## src/rtl/rvga_decode_pipe_if.sv

```systemverilog
// rvga_decode_pipe_if: fetch-side and register-file-side handshake bundle of the decode stage
interface rvga_decode_pipe_if #(parameter int XLEN = 32);
    logic            flush;
    logic            in_valid, in_ready;
    logic [XLEN-1:0] in_pc;
    logic [31:0]     in_inst;
    logic            out_valid, out_ready;
    logic [XLEN-1:0] out_pc, out_imm;
    logic [31:0]     out_inst;
    logic [4:0]      out_rd, out_rs1, out_rs2;
    logic [3:0]      out_aluop;
    logic [2:0]      out_brop, out_mdop;
    logic [1:0]      out_dwidth;
    logic [10:0]     out_ctrl;
    logic            out_illegal;
    modport master (
        output flush, in_valid, in_pc, in_inst, out_ready,
        input  in_ready, out_valid, out_pc, out_inst, out_rd, out_rs1, out_rs2, out_imm,
               out_aluop, out_brop, out_mdop, out_dwidth, out_ctrl, out_illegal
    );
    modport slave (
        input  flush, in_valid, in_pc, in_inst, out_ready,
        output in_ready, out_valid, out_pc, out_inst, out_rd, out_rs1, out_rs2, out_imm,
               out_aluop, out_brop, out_mdop, out_dwidth, out_ctrl, out_illegal
    );
endinterface

```

## src/rtl/rvga_decode_pipe.sv

```systemverilog
// rvga_decode_pipe: RV32I(+M) combinational decode feeding a valid/ready FIFO of pre-decoded entries
module rvga_decode_pipe #(
    parameter int XLEN  = 32,
    parameter int DEPTH = 2,
    parameter bit EN_M  = 1'b0
) (
    input logic clk,
    input logic rst_n,
    rvga_decode_pipe_if.slave bus
);
    localparam int PW = DEPTH > 1 ? $clog2(DEPTH) : 1;
    localparam int CW = $clog2(DEPTH + 1);
    typedef struct packed {
        logic [XLEN-1:0] pc;
        logic [31:0]     inst;
        logic [XLEN-1:0] imm;
        logic [3:0]      aluop;
        logic [2:0]      brop;
        logic [2:0]      mdop;
        logic [1:0]      dwidth;
        logic [10:0]     ctrl;
        logic            illegal;
    } entry_t;
    entry_t dec, head;
    entry_t mem [DEPTH];
    logic [31:0] inst;
    logic [6:0] op, f7;
    logic [2:0] f3;
    logic ill, push, pop;
    logic [PW-1:0] rp, wp;
    logic [CW-1:0] cnt;
    assign inst = bus.in_inst;
    assign op = inst[6:0];
    assign f3 = inst[14:12];
    assign f7 = inst[31:25];
    function automatic logic [3:0] alu_of(input logic [2:0] f);
        return f == 3'd0 ? 4'd0 : f == 3'd6 ? 4'd8 : f == 3'd7 ? 4'd9 : {1'b0, f} + 4'd1;
    endfunction
    // ctrl bits: 0 rf_load 1 br 2 jal 3 jalr 4 mem_rd 5 mem_wr 6 mem_uns 7 rs1_pc 8 rs2_imm 9 rs2_word 10 md
    always_comb begin
        dec = '0;
        ill = 1'b0;
        dec.pc = bus.in_pc;
        dec.inst = inst;
        dec.imm = {{20{inst[31]}}, inst[31:20]};
        case (op)
            7'h37: begin dec.imm = {inst[31:12], 12'b0}; dec.aluop = 4'd10; dec.ctrl = 11'h101; end
            7'h17: begin dec.imm = {inst[31:12], 12'b0}; dec.ctrl = 11'h181; end
            7'h6f: begin dec.imm = {{12{inst[31]}}, inst[19:12], inst[20], inst[30:21], 1'b0}; dec.ctrl = 11'h285; end
            7'h67: begin dec.ctrl = 11'h209; ill = f3 != 3'd0; end
            7'h63: begin
                dec.imm = {{20{inst[31]}}, inst[7], inst[30:25], inst[11:8], 1'b0};
                dec.ctrl = 11'h002;
                dec.brop = f3;
                ill = f3[2:1] == 2'b01;
            end
            7'h03: begin
                dec.ctrl = 11'h111 | {4'b0, f3[2], 6'b0};
                dec.dwidth = f3[1:0];
                ill = f3[1:0] == 2'b11 || f3[2:1] == 2'b11;
            end
            7'h23: begin
                dec.imm = {{20{inst[31]}}, inst[31:25], inst[11:7]};
                dec.ctrl = 11'h120;
                ill = f3 > 3'd2;
            end
            7'h13: begin
                dec.ctrl = 11'h101;
                dec.aluop = f3 == 3'd5 && f7 == 7'h20 ? 4'd7 : alu_of(f3);
                ill = f3 == 3'd1 ? f7 != 7'h00 : f3 == 3'd5 ? f7 != 7'h00 && f7 != 7'h20 : 1'b0;
            end
            7'h33: begin
                dec.ctrl = f7 == 7'h01 && EN_M ? 11'h401 : 11'h001;
                dec.mdop = f7 == 7'h01 ? f3 : 3'd0;
                dec.aluop = f7 == 7'h20 ? (f3 == 3'd0 ? 4'd1 : 4'd7) : f7 == 7'h00 ? alu_of(f3) : 4'd0;
                ill = !(f7 == 7'h00 || (f7 == 7'h20 && (f3 == 3'd0 || f3 == 3'd5)) || (f7 == 7'h01 && EN_M));
            end
            7'h0f: ;
            default: ill = 1'b1;
        endcase
        ill = ill | (inst[1:0] != 2'b11);
        if (ill) begin
            dec.aluop = '0;
            dec.brop = '0;
            dec.mdop = '0;
            dec.dwidth = '0;
            dec.ctrl = '0;
        end
        if (inst[11:7] == 5'd0) dec.ctrl[0] = 1'b0;
        dec.illegal = ill;
    end
    assign bus.in_ready = (cnt != CW'(DEPTH)) & rst_n;
    assign bus.out_valid = cnt != '0;
    assign push = bus.in_valid & bus.in_ready & ~bus.flush;
    assign pop = bus.out_valid & bus.out_ready & ~bus.flush;
    always_ff @(posedge clk)
        if (push) mem[wp] <= dec;
    always_ff @(posedge clk) begin
        if (!rst_n || bus.flush) begin
            cnt <= '0;
            rp <= '0;
            wp <= '0;
        end else begin
            if (push) wp <= wp == PW'(DEPTH - 1) ? '0 : wp + 1'b1;
            if (pop) rp <= rp == PW'(DEPTH - 1) ? '0 : rp + 1'b1;
            cnt <= cnt + CW'(push) - CW'(pop);
        end
    end
    assign head = bus.out_valid ? mem[rp] : '0;
    assign bus.out_pc = head.pc;
    assign bus.out_inst = head.inst;
    assign bus.out_rd = head.inst[11:7];
    assign bus.out_rs1 = head.inst[19:15];
    assign bus.out_rs2 = head.inst[24:20];
    assign bus.out_imm = head.imm;
    assign bus.out_aluop = head.aluop;
    assign bus.out_brop = head.brop;
    assign bus.out_mdop = head.mdop;
    assign bus.out_dwidth = head.dwidth;
    assign bus.out_ctrl = head.ctrl;
    assign bus.out_illegal = head.illegal;
endmodule

```

## src/flat_wrapper.sv

```systemverilog
// flat-port wrapper written by rule: the top's interface ports become plain ports
module rvga_decode_pipe_flat 
#(
    parameter int XLEN  = 32,
    parameter int DEPTH = 2,
    parameter bit EN_M  = 1'b0
)
  (clk, rst_n, bus_flush, bus_in_valid, bus_in_pc, bus_in_inst, bus_out_ready, bus_in_ready, bus_out_valid, bus_out_pc, bus_out_inst, bus_out_rd, bus_out_rs1, bus_out_rs2, bus_out_imm, bus_out_aluop, bus_out_brop, bus_out_mdop, bus_out_dwidth, bus_out_ctrl, bus_out_illegal);
  rvga_decode_pipe_if #(.XLEN(XLEN)) bus_i ();
  input logic clk;
  input logic rst_n;
  input wire logic [$bits(bus_i.flush)-1:0] bus_flush;
  input wire logic [$bits(bus_i.in_valid)-1:0] bus_in_valid;
  input wire logic [$bits(bus_i.in_pc)-1:0] bus_in_pc;
  input wire logic [$bits(bus_i.in_inst)-1:0] bus_in_inst;
  input wire logic [$bits(bus_i.out_ready)-1:0] bus_out_ready;
  output wire logic [$bits(bus_i.in_ready)-1:0] bus_in_ready;
  output wire logic [$bits(bus_i.out_valid)-1:0] bus_out_valid;
  output wire logic [$bits(bus_i.out_pc)-1:0] bus_out_pc;
  output wire logic [$bits(bus_i.out_inst)-1:0] bus_out_inst;
  output wire logic [$bits(bus_i.out_rd)-1:0] bus_out_rd;
  output wire logic [$bits(bus_i.out_rs1)-1:0] bus_out_rs1;
  output wire logic [$bits(bus_i.out_rs2)-1:0] bus_out_rs2;
  output wire logic [$bits(bus_i.out_imm)-1:0] bus_out_imm;
  output wire logic [$bits(bus_i.out_aluop)-1:0] bus_out_aluop;
  output wire logic [$bits(bus_i.out_brop)-1:0] bus_out_brop;
  output wire logic [$bits(bus_i.out_mdop)-1:0] bus_out_mdop;
  output wire logic [$bits(bus_i.out_dwidth)-1:0] bus_out_dwidth;
  output wire logic [$bits(bus_i.out_ctrl)-1:0] bus_out_ctrl;
  output wire logic [$bits(bus_i.out_illegal)-1:0] bus_out_illegal;
  assign bus_i.flush = bus_flush;
  assign bus_i.in_valid = bus_in_valid;
  assign bus_i.in_pc = bus_in_pc;
  assign bus_i.in_inst = bus_in_inst;
  assign bus_i.out_ready = bus_out_ready;
  assign bus_in_ready = bus_i.in_ready;
  assign bus_out_valid = bus_i.out_valid;
  assign bus_out_pc = bus_i.out_pc;
  assign bus_out_inst = bus_i.out_inst;
  assign bus_out_rd = bus_i.out_rd;
  assign bus_out_rs1 = bus_i.out_rs1;
  assign bus_out_rs2 = bus_i.out_rs2;
  assign bus_out_imm = bus_i.out_imm;
  assign bus_out_aluop = bus_i.out_aluop;
  assign bus_out_brop = bus_i.out_brop;
  assign bus_out_mdop = bus_i.out_mdop;
  assign bus_out_dwidth = bus_i.out_dwidth;
  assign bus_out_ctrl = bus_i.out_ctrl;
  assign bus_out_illegal = bus_i.out_illegal;
  rvga_decode_pipe #(.XLEN(XLEN), .DEPTH(DEPTH), .EN_M(EN_M)) u_core (.clk(clk), .rst_n(rst_n), .bus(bus_i));
endmodule
```

## config.mk

```make
export PLATFORM = sky130hd
export DESIGN_NAME = rvga_decode_pipe_flat
export DESIGN_NICKNAME = d
export VERILOG_FILES = /design/src/rtl/rvga_decode_pipe_if.sv /design/src/rtl/rvga_decode_pipe.sv /design/src/flat_wrapper.sv
export SDC_FILE = /design/constraint.sdc
export NUM_CORES = 1
export LEC_CHECK = 0
export CORE_UTILIZATION = 50
export DETAILED_ROUTE_END_ITERATION = 6
export GPL_ROUTABILITY_DRIVEN = 0
export PLACE_DENSITY = 0.89
export RECOVER_POWER = 25
export SLEW_MARGIN = 15
export SYNTH_ARGS = -nofsm -noshare
export SYNTH_HDL_FRONTEND = slang
export SYNTH_SLANG_ARGS = --single-unit
```

## constraint.sdc

```tcl
create_clock -name clk -period 11.2 [get_ports clk]
set_input_delay 1.68 -clock clk [delete_from_list [all_inputs] [get_ports clk]]
set_output_delay 1.68 -clock clk [all_outputs]
set_load 0.005 [all_outputs]
```

==> results of run 1 <==
how the worst max path moves through the flow:
stage          cells past startpoint           endpoint  slack (ns)           start
6_report                           4      bus_out_rd[1]        4.06   u_core.cnt[1]
5_1_grt                            4      bus_out_rd[1]        3.66   u_core.cnt[1]
4_1_cts                            5      bus_out_rd[2]        5.82       flip-flop
3_5_place_dp                       6  u_core.mem[1][35]        6.19  bus_in_inst[5]
3_3_place_gp                       6  u_core.mem[0][35]        6.21  bus_in_inst[5]
2_1_floorplan                      3   u_core.mem[0][0]        3.70           rst_n
report_power, final:
part	internal, mW	switching [mW]	total (mW)
Clock	0.450	0.308	0.758
Combinational	0.0474	0.0558	0.103
Sequential	1.00	0.00389	1.01
Total	1.50	0.367	1.87
stage by stage:
stage | instances | setup slack, ns | hold WS [ns]
after CTS | 1182 | 5.823 | 0.5200
after detailed placement | 1141 | 6.191 | 0.5020
after global placement | 1141 | 6.212 | 0.4896
final | 1184 | 4.057 | 0.5193
after global routing | 1183 | 3.659 | 0.5745
after floorplan | 722 | 3.698 | 0.4725
cell usage after synthesis, types with 3 or more instances:
library cell	number	area (µm²)
edfxtp_1	236	7087
nor2_1	141	529.3
mux2i_1	118	1181
nand2_1	33	123.9
clkbuf_1	32	120.1
buf_4	17	127.6
a21o_1	13	97.59
nor2b_1	12	75.07
inv_1	9	33.78
nor3_1	8	40.04
o21ai_0	8	40.04
and2_1	7	43.79
ha_1	7	87.58
nand3_1	6	30.03
a21oi_1	5	25.02
buf_1	5	18.77
dfxtp_1	5	100.1
a22o_1	4	35.03
a211oi_1	3	22.52
nand2b_1	3	18.77
nand3b_1	3	22.52
xor2_1	3	26.28
placed cells by master (no fill, tap or decap), types with 7 or more instances in the layout:
| cell | netlist | layout |
|---|---|---|
| a21o_1 | 13 | 13 |
| conb_1 | 1 | 7 |
| nand2_1 | 33 | 33 |
| nor3_1 | 8 | 8 |
| dlygate4sd3_1 | 0 | 65 |
| mux2i_1 | 118 | 118 |
| inv_1 | 9 | 9 |
| nor2b_1 | 12 | 12 |
| nor2_1 | 141 | 138 |
| clkbuf_16 | 0 | 25 |
| clkbuf_1 | 32 | 10 |
| clkdlybuf4s50_1 | 0 | 139 |
| ha_1 | 7 | 7 |
| edfxtp_1 | 236 | 236 |
| o21ai_0 | 8 | 8 |
sequential cells by signal (all words and copies together) (netlist names), named ones only:
register	count
u_core.cnt	2
u_core.mem	236
u_core.rp	1
u_core.wp	1
cell type report:
class	instances	area (µm²)	share of cell area, %
timing repair buffer	212	2087	15.87
sequential	241	7191	54.68
clock inverter	10	92.59	0.7040
antenna	2	5.005	0.03806
clock buffer	31	648.1	4.928
multi-input combinational	414	2763	21.01
tap	265	331.6	2.521
inverter	9	33.78	0.2569
per-layer routing:
layer / track usage (%) / routed length [µm] / vias up
li1: - / - / 2956
met1: 25.64 / 9183 / 3048
met2: 36.85 / 11250 / 194
met3: 3.082 / 1069 / 41
met4: 6.684 / 553 / 2
met5: 0 / 13 / -
worst reg2reg max path, cell delays in order (launching register included):
cell and delay [ns]:
dfxtp_1 0.35, nor2_4 0.64, clkbuf_1 2.85, inv_1 0.24, nand2_1 0.26, nor2_1 0.06, ha_1 0.28, inv_1 0.06
ha_1 0.15, xor2_1 0.19, xnor2_1 0.14, nor2_1 0.05
kinds of logic (layout without fill, tap and decap cells):
kind of cell / Yosys count / after routing / share of synthesized area, %
adder cells (fa/ha/maj): 7 / 7 / 0.8552
AND/OR/NAND/NOR: 227 / 227 / 9.676
flip-flops: 241 / 241 / 70.18
other: 1 / 9 / 0.03662
multiplexers: 118 / 118 / 11.53
AO/OA/AOI/OAI: 50 / 50 / 4.007
XOR/XNOR: 5 / 5 / 0.4277
buffers and inverters: 67 / 262 / 3.286
==> impl_metrics.csv, run 1 <==
group,metric,value,unit
clocking,cts_buffer_depth,3,
global_route,grt_remaining_overflow,0,
global_route,grt_pass1_wl,33.88,mm
yosys,synthFlopType,"edfxtp_1",
place,portBuffers,204,
routing,ant_nets,0,
hold_path,hold_start,"u_core.rp",
yosys,netlist_area,10240,µm²
setup_path,required,9.52,ns
final_layout,area_growth,28.42,%
yosys,synth.avg_cell_area,14.30,µm²
hold_path,hold_path_depth,2,
clocking,path_clk_slew,0.06,ns
routing,route.detailed.drc,0,
floorplanning,boundaryPins,206,
setup_path,worstSetupPathType,"reg -> out",
yosys,ys_ff_latch,241,
yosys,seq_area_frac_synth,70.18,%
job,drv_cap,3,
setup_path,critPathArrivalTime,5.46,ns
setup_path,cp_slowest_cell,"clkbuf_1",
floorplanning,fp-row-count,51,
yosys,yosysUniqueCellTypes,51,
sta,period_needed,7.143,ns
yosys,synth_edf_count,236,
setup_path,r2r_start,"u_core.cnt[1]",
global_route,antenna_found_initial,3,
routing,routed_wl,22.07,mm
run_status,outcome,"complete, but fails checks",
global_route,grt.total_usage,20.62,%
setup_path,crit_path_max_incr_delay,2.83,ns
clocking,cts.hold.buffers_added,0,
final_layout,final_net_count,978,
sta,setup_viol,0,
final_layout,final_core_util,66.48,%
sta,tns,0,ns
setup_path,r2r_setup_slack,5.83,ns
final_layout,fin_area,13150,µm²
setup_path,path_buf_inv,2,
place,place_area,12420,µm²
setup_path,reg2regPathDepth,11,
hold_path,hold_class,"reg -> reg",
clocking,clock-sinks,241,
place,dp_hpwl,14.46,mm
floorplanning,start_util,51.77,%
final_layout,nFillCells,1421,
sta,relSlewSlack,-162.6,%
global_route,grt_max_degree,86,
setup_path,end_kind,"primary output",
clocking,cts_resized,0,
clocking,cts_root_buffer,"clkbuf_16",
sta,hold_violations,0,
floorplanning,die_height,145.1,µm
sta,post-route-period-util,63.77,%
floorplanning,die_area,21060,µm²
sta,worst_pin_slew,3.939,ns
clocking,clkLatencyLatePin,0.50,ns
routing,first_iter_violations,368,
power_and_ir_drop,finalPower,1.869,mW
sta,rsz0062_at_grt,"false",
routing,viasPerCell,5.271,
run_status,violations,"capacitance limit, slew limit",
sta,clock.fmax,140.0,MHz
setup_path,cp_top_family,"buffers and inverters",
setup_path,start_kind,"flip-flop",
setup_path,path_cells,"nor2_4, clkbuf_1, nor2_1, clkdlybuf4s50_1",
setup_path,crit_fanout,85,
clocking,cts_made_buffers,24,
global_route,grt_pass1_vias,6327,
yosys,synth_warnings,0,
clocking,post_cts_buffers,0,
sta,slew_violations,173,
clocking,h-tree-depth,1,
yosys,ys_async_sr_fraction,0,%
routing,wl_per_cell,18.64,µm
setup_path,rr_endpoint,"u_core.cnt[1]",
power_and_ir_drop,max-vdd-ir-drop,0.1031,mV
final_layout,drive_above_1_share,4.907,%
power_and_ir_drop,cellPowerDensity,142.1,nW/µm²
yosys,synthCells,716,
floorplanning,core_area,19780,µm²
floorplanning,dieWidth,145.1,µm
sta,skew,0.006136,ns
power_and_ir_drop,p_leak,4.171,nW
routing,first_pass_iters,4,
clocking,cts_tree,"done",
routing,num_vias,6241,
Power figures use the tool's default switching activity.
==> run 2: changes to the inputs <==
clock period = 7.3 ns   (was 11.2 ns; I/O delays follow)
==> impl_metrics.csv, run 2 (synthesis gave the netlist of run 1 again) <==
group,metric,value,unit
setup_path,critPathMostFrequentCell,"nor2_1",
setup_path,start_kind,"flip-flop",
routing,first_pass_iters,5,
routing,routed_wl,21.91,mm
final_layout,largest_registers,"u_core.mem (236), u_core.cnt (2)",
floorplanning,core_area,19780,µm²
global_route,grt.total_usage,20.51,%
sta,hold_violations,0,
sta,relSlewSlack,-55.93,%
final_layout,final_net_count,979,
clocking,cts_buffer_depth,3,
routing,ant_nets,0,
sta,whs,0.5129,ns
sta,slew_violations,51,
routing,num_vias,6289,
floorplanning,die_area,21060,µm²
routing,wl_per_cell,18.53,µm
global_route,grt_pass1_wl,33.52,mm
setup_path,crit_path_max_incr_delay,1.72,ns
global_route,antenna_found_initial,0,
setup_path,path_cells,"nor2_1, buf_4, nor2_1, clkdlybuf4s50_1",
final_layout,final_core_util,66.76,%
setup_path,required,6.20,ns
final_layout,final_cell_mix,"edfxtp_1 (236), nor2_1 (140), clkdlybuf4s50_1 (139)",
floorplanning,dieWidth,145.1,µm
clocking,cts_made_buffers,24,
sta,worst_pin_slew,2.330,ns
setup_path,worstSetupPathType,"reg -> out",
sta,tns,0,ns
clocking,path_clk_slew,0.06,ns
setup_path,r2r_setup_slack,3.30,ns
global_route,grt_pass1_vias,6065,
clocking,cts_tree,"done",
sta,clock.fmax,197.2,MHz
setup_path,path_buf_inv,2,
place,dpl_worst_slack,3.099,ns
setup_path,r2r_start,"u_core.cnt[1]",
floorplanning,fp-row-count,51,
clocking,cts_resized,0,
power_and_ir_drop,cellPowerDensity,220.5,nW/µm²
hold_path,hold_path_depth,2,
setup_path,cp.depth,4,
sta,skew,0.01189,ns
clocking,post_cts_buffers,0,
final_layout,largest-register,"u_core.mem",
sta,setup_viol,0,
final_layout,drive_above_1_share,5.671,%
final_layout,layout.cells.non_filler,1182,
floorplanning,start_util,51.77,%
sta,worst_slack,2.229,ns
final_layout,antenna_cells,0,
setup_path,crit_fanout,45,
routing,first_iter_violations,451,
setup_path,cp_slowest_cell,"nor2_1",
clocking,cts_root_buffer,"clkbuf_16",
place,dp_hpwl,14.59,mm
setup_path,rr_endpoint,"u_core.cnt[1]",
routing,route.detailed.drc,0,
place,place_inst,1142,
power_and_ir_drop,p_leak,4.208,nW
power_and_ir_drop,max-vdd-ir-drop,0.1772,mV
clocking,clock-sinks,241,
hold_path,hold_end,"u_core.rp",
hold_path,hold_start,"u_core.rp",
final_layout,largest_reg_flops,236,
final_layout,final_common_cell,"edfxtp_1",
final_layout,area_growth,28.94,%
hold_path,hold_class,"reg -> reg",
sta,rsz0062_at_grt,"false",
clocking,h-tree-depth,1,
setup_path,end_kind,"primary output",
sta,period_needed,5.071,ns
routing,viasPerCell,5.321,
floorplanning,die_height,145.1,µm
global_route,grt_max_degree,79,
global_route,grt_remaining_overflow,0,
clocking,cts.hold.buffers_added,0,
setup_path,critPathArrivalTime,3.98,ns
setup_path,cp_top_family,"simple AND/OR/NAND/NOR gates",
floorplanning,boundaryPins,206,
job,drv_cap,2,
setup_path,reg2regPathDepth,11,
run_status,outcome,"complete, but fails checks",
sta,post-route-period-util,69.47,%
place,portBuffers,204,
run_status,violations,"capacitance limit, slew limit",
clocking,clkLatencyLatePin,0.51,ns
## run 2: cell count changes in the layout (fill, tap and decap cells not counted), sizes merged
cell      previous run  this run
clkbuf              35        28
bufinv               2         3
diode                2         0
clkinvlp             0         1
clkinv               8         9
buf                  4         8
## run 2: final cells by class
type	instances	area (µm²)
sequential	241	7191
fill	1369	6576
inverter	9	33.78
timing repair buffer	213	2131
clock buffer	27	633.1
multi-input combinational	414	2748
tap	265	331.6
clock inverter	13	137.6
## run 2: power by group
group / switching, mW / internal [mW] / total, mW
combinational: 0.0861 / 0.0737 / 0.160
sequential: 0.00569 / 1.54 / 1.55
clock: 0.483 / 0.723 / 1.21
## run 2: worst max-delay path by stage
stage | from | endpoint
3_5_place_dp | bus_in_inst[5] | u_core.mem[0][35]
2_1_floorplan | rst_n | u_core.mem[0][0]
6_report | u_core.cnt[1] | bus_out_rd[1]
3_3_place_gp | bus_in_inst[5] | u_core.mem[0][35]
4_1_cts | flip-flop | bus_out_inst[7]
5_1_grt | u_core.cnt[1] | bus_out_rd[1]
## run 2: worst register-to-register path, stage by stage (launching register included)
cell,delay [ns]
dfxtp_1,0.33
nor2_1,1.72
buf_4,0.70
inv_1,0.12
nand2_1,0.12
nor2_1,0.06
ha_1,0.29
inv_1,0.06
ha_1,0.14
xor2_1,0.17
xnor2_1,0.14
nor2_1,0.05
## run 2: routing by layer
metal | global-route usage, % | vias up | wire length [µm]
li1 | - | 2950 | -
met1 | 26.98 | 3086 | 9049
met2 | 34.95 | 220 | 11000
met3 | 3.553 | 33 | 1334
met4 | 5.895 | 0 | 526
met5 | 0 | - | 0
## run 2: through the flow
| stage | power [mW] | instance area [µm²] |
|---|---|---|
| 3_5_place_dp | 1.741 | 12450 |
| 4_1_cts | 2.940 | 13220 |
| 2_1_floorplan | 1.651 | 10260 |
| 5_1_grt | 3.002 | 13210 |
| 6_report | 2.911 | 13210 |
| 3_3_place_gp | 1.735 | 12430 |
==> run 3: changes to the inputs <==
CORE_UTILIZATION = 47   (was 50)
PLACE_DENSITY = 0.88   (was 0.89)
clock period = 4.5 ns   (was 7.3 ns; I/O delays follow)
==> impl_metrics.csv, run 3 (synthesis gave the netlist of run 1 again) <==
group,metric,value,unit
run_status,outcome,"finished clean",
setup_path,critPathArrivalTime,2.66,ns
sta,worst_slack,1.160,ns
routing,first_pass_iters,5,
final_layout,final_cell_mix,"edfxtp_1 (236), clkdlybuf4s50_1 (139), nor2_1 (138)",
routing,first_iter_violations,355,
power_and_ir_drop,p_int,3.925,mW
final_layout,drive_above_1_share,6.919,%
hold_path,hold_class,"reg -> reg",
routing,routed_wl,22.17,mm
routing,route.detailed.drc,0,
sta,relSlewSlack,13.78,%
clocking,h-tree-depth,1,
setup_path,crit_path_max_incr_delay,0.77,ns
setup_path,cp_top_family,"buffers and inverters",
power_and_ir_drop,power_frac_seq,51.2,%
sta,post-route-period-util,74.22,%
global_route,grt_pass1_wl,33.40,mm
setup_path,r2r_start,"u_core.cnt[1]",
setup_path,rr_endpoint,"u_core.cnt[1]",
floorplanning,die_area,22380,µm²
final_layout,final_common_cell,"edfxtp_1",
setup_path,end_kind,"primary output",
clocking,path_clk_slew,0.06,ns
sta,period_needed,3.340,ns
setup_path,reg2regPathDepth,11,
routing,ant_nets,0,
final_layout,area_growth,30.23,%
global_route,grt.total_usage,19.53,%
floorplanning,start_util,48.26,%
power_and_ir_drop,cellPowerDensity,367.5,nW/µm²
setup_path,crit_fanout,36,
sta,setup_viol,0,
clocking,cts.hold.buffers_added,0,
sta,skew,0.01061,ns
place,dp_hpwl,14.67,mm
floorplanning,fp-row-count,53,
setup_path,start_kind,"flip-flop",
power_and_ir_drop,pwr-share-comb,5.2,%
setup_path,path_buf_inv,2,
setup_path,required,3.83,ns
floorplanning,dieWidth,149.6,µm
sta,slew_violations,0,
sta,rsz0062_at_grt,"false",
power_and_ir_drop,p_sw_share,19.90,%
setup_path,cp_slowest_cell,"dfxtp_4",
setup_path,cp.depth,4,
place,dpl_worst_slack,0.7852,ns
global_route,grt_pass1_vias,6178,
global_route,grt_max_degree,83,
clocking,cts_tree,"done",
clocking,cts_resized,0,
clocking,cts_root_buffer,"clkbuf_16",
final_layout,final_net_count,983,
floorplanning,boundaryPins,206,
clocking,clkLatencyLatePin,0.52,ns
job,drv_cap,0,
power_and_ir_drop,max-vdd-ir-drop,0.3470,mV
global_route,antenna_found_initial,1,
setup_path,r2r_setup_slack,2.03,ns
power_and_ir_drop,pwr-share-clk,43.6,%
final_layout,largest-register,"u_core.mem",
floorplanning,die_height,149.6,µm
floorplanning,core_area,21220,µm²
sta,clock.fmax,299.4,MHz
place,portBuffers,204,
routing,num_vias,6277,
final_layout,largest_registers,"u_core.mem (236), u_core.cnt (2)",
final_layout,largest_reg_flops,236,
setup_path,path_cells,"buf_4, mux2i_1, nor2_1, clkdlybuf4s50_1",
power_and_ir_drop,p_leak,4.262,nW
setup_path,endpoint,"bus_out_inst[31]",
clocking,post_cts_buffers,0,
power_and_ir_drop,p_switching,975.3,µW
global_route,grt_remaining_overflow,0,
routing,viasPerCell,5.226,
setup_path,worstSetupPathType,"reg -> out",
routing,wl_per_cell,18.46,µm
clocking,cts_buffer_depth,3,
final_layout,final_core_util,62.85,%
clocking,cts_made_buffers,25,
sta,hold_violations,0,
clocking,clock-sinks,241,
sta,worst_pin_slew,1.293,ns
-- run 3: cell count changes in the layout (fill, tap and decap cells not counted), sizes merged --
cell,change
diode,+1
clkinvlp,+2
buf,+2
inv,+2
clkinv,-1
clkbuf,+1
bufinv,+2
-- run 3: final cells by class --
| cell class | instances | area (µm²) |
|---|---|---|
| fill | 1573 | 7884 |
| sequential | 241 | 7191 |
| multi-input combinational | 414 | 2763 |
| timing repair buffer | 216 | 2140 |
| clock buffer | 27 | 633.1 |
| tap | 275 | 344.1 |
| clock inverter | 18 | 230.2 |
| inverter | 9 | 33.78 |
| antenna | 1 | 2.502 |
-- run 3: power by group through the flow --
stage,logic (mW),registers [mW],clock network (mW)
CTS,0.270,2.51,2.18
detailed placement,0.268,2.55,0
global placement,0.260,2.55,0
floorplan,0.119,2.56,0
global route,0.278,2.51,2.27
finish,0.256,2.51,2.14
-- run 3: worst min-delay path by stage --
stage | to | cells after the start | slack [ns] | from
CTS | u_core.rp | 2 | 0.51 | u_core.rp
global route | u_core.rp | 2 | 0.55 | u_core.rp
finish | u_core.rp | 2 | 0.51 | u_core.rp
detailed placement | u_core.rp | 2 | 0.50 | u_core.rp
global placement | u_core.rp | 2 | 0.49 | u_core.rp
floorplan | flip-flop | 2 | 0.47 | u_core.rp
-- run 3: layer usage --
layer  up-vias  wire (µm)  track usage [%]
met5         -          0                0
met4         0        752            7.653
met3        49       1132            2.957
met2       219      11050            33.56
met1      3038       9238            24.78
li1       2971          -                -
-- run 3: through the flow --
step	total power [mW]	hold WS, ns	setup TNS [ns]	instances	area (µm²)
3_5_place_dp	2.823	0.4952	0	1155	12480
2_1_floorplan	2.675	0.4725	-7.552	722	10270
5_1_grt	5.056	0.5497	0	1201	13340
4_1_cts	4.959	0.5125	0	1200	13340
3_3_place_gp	2.813	0.4871	0	1155	12480
6_report	4.901	0.5112	0	1201	13340
-- run 3: tightest hold or removal path, delay by kind of cell, from the launching register on --
kind,cells,cell delay [ns]
xor gates and xnor gates,1,0.08
DFF,1,0.32
and+or+nand+nor,1,0.08
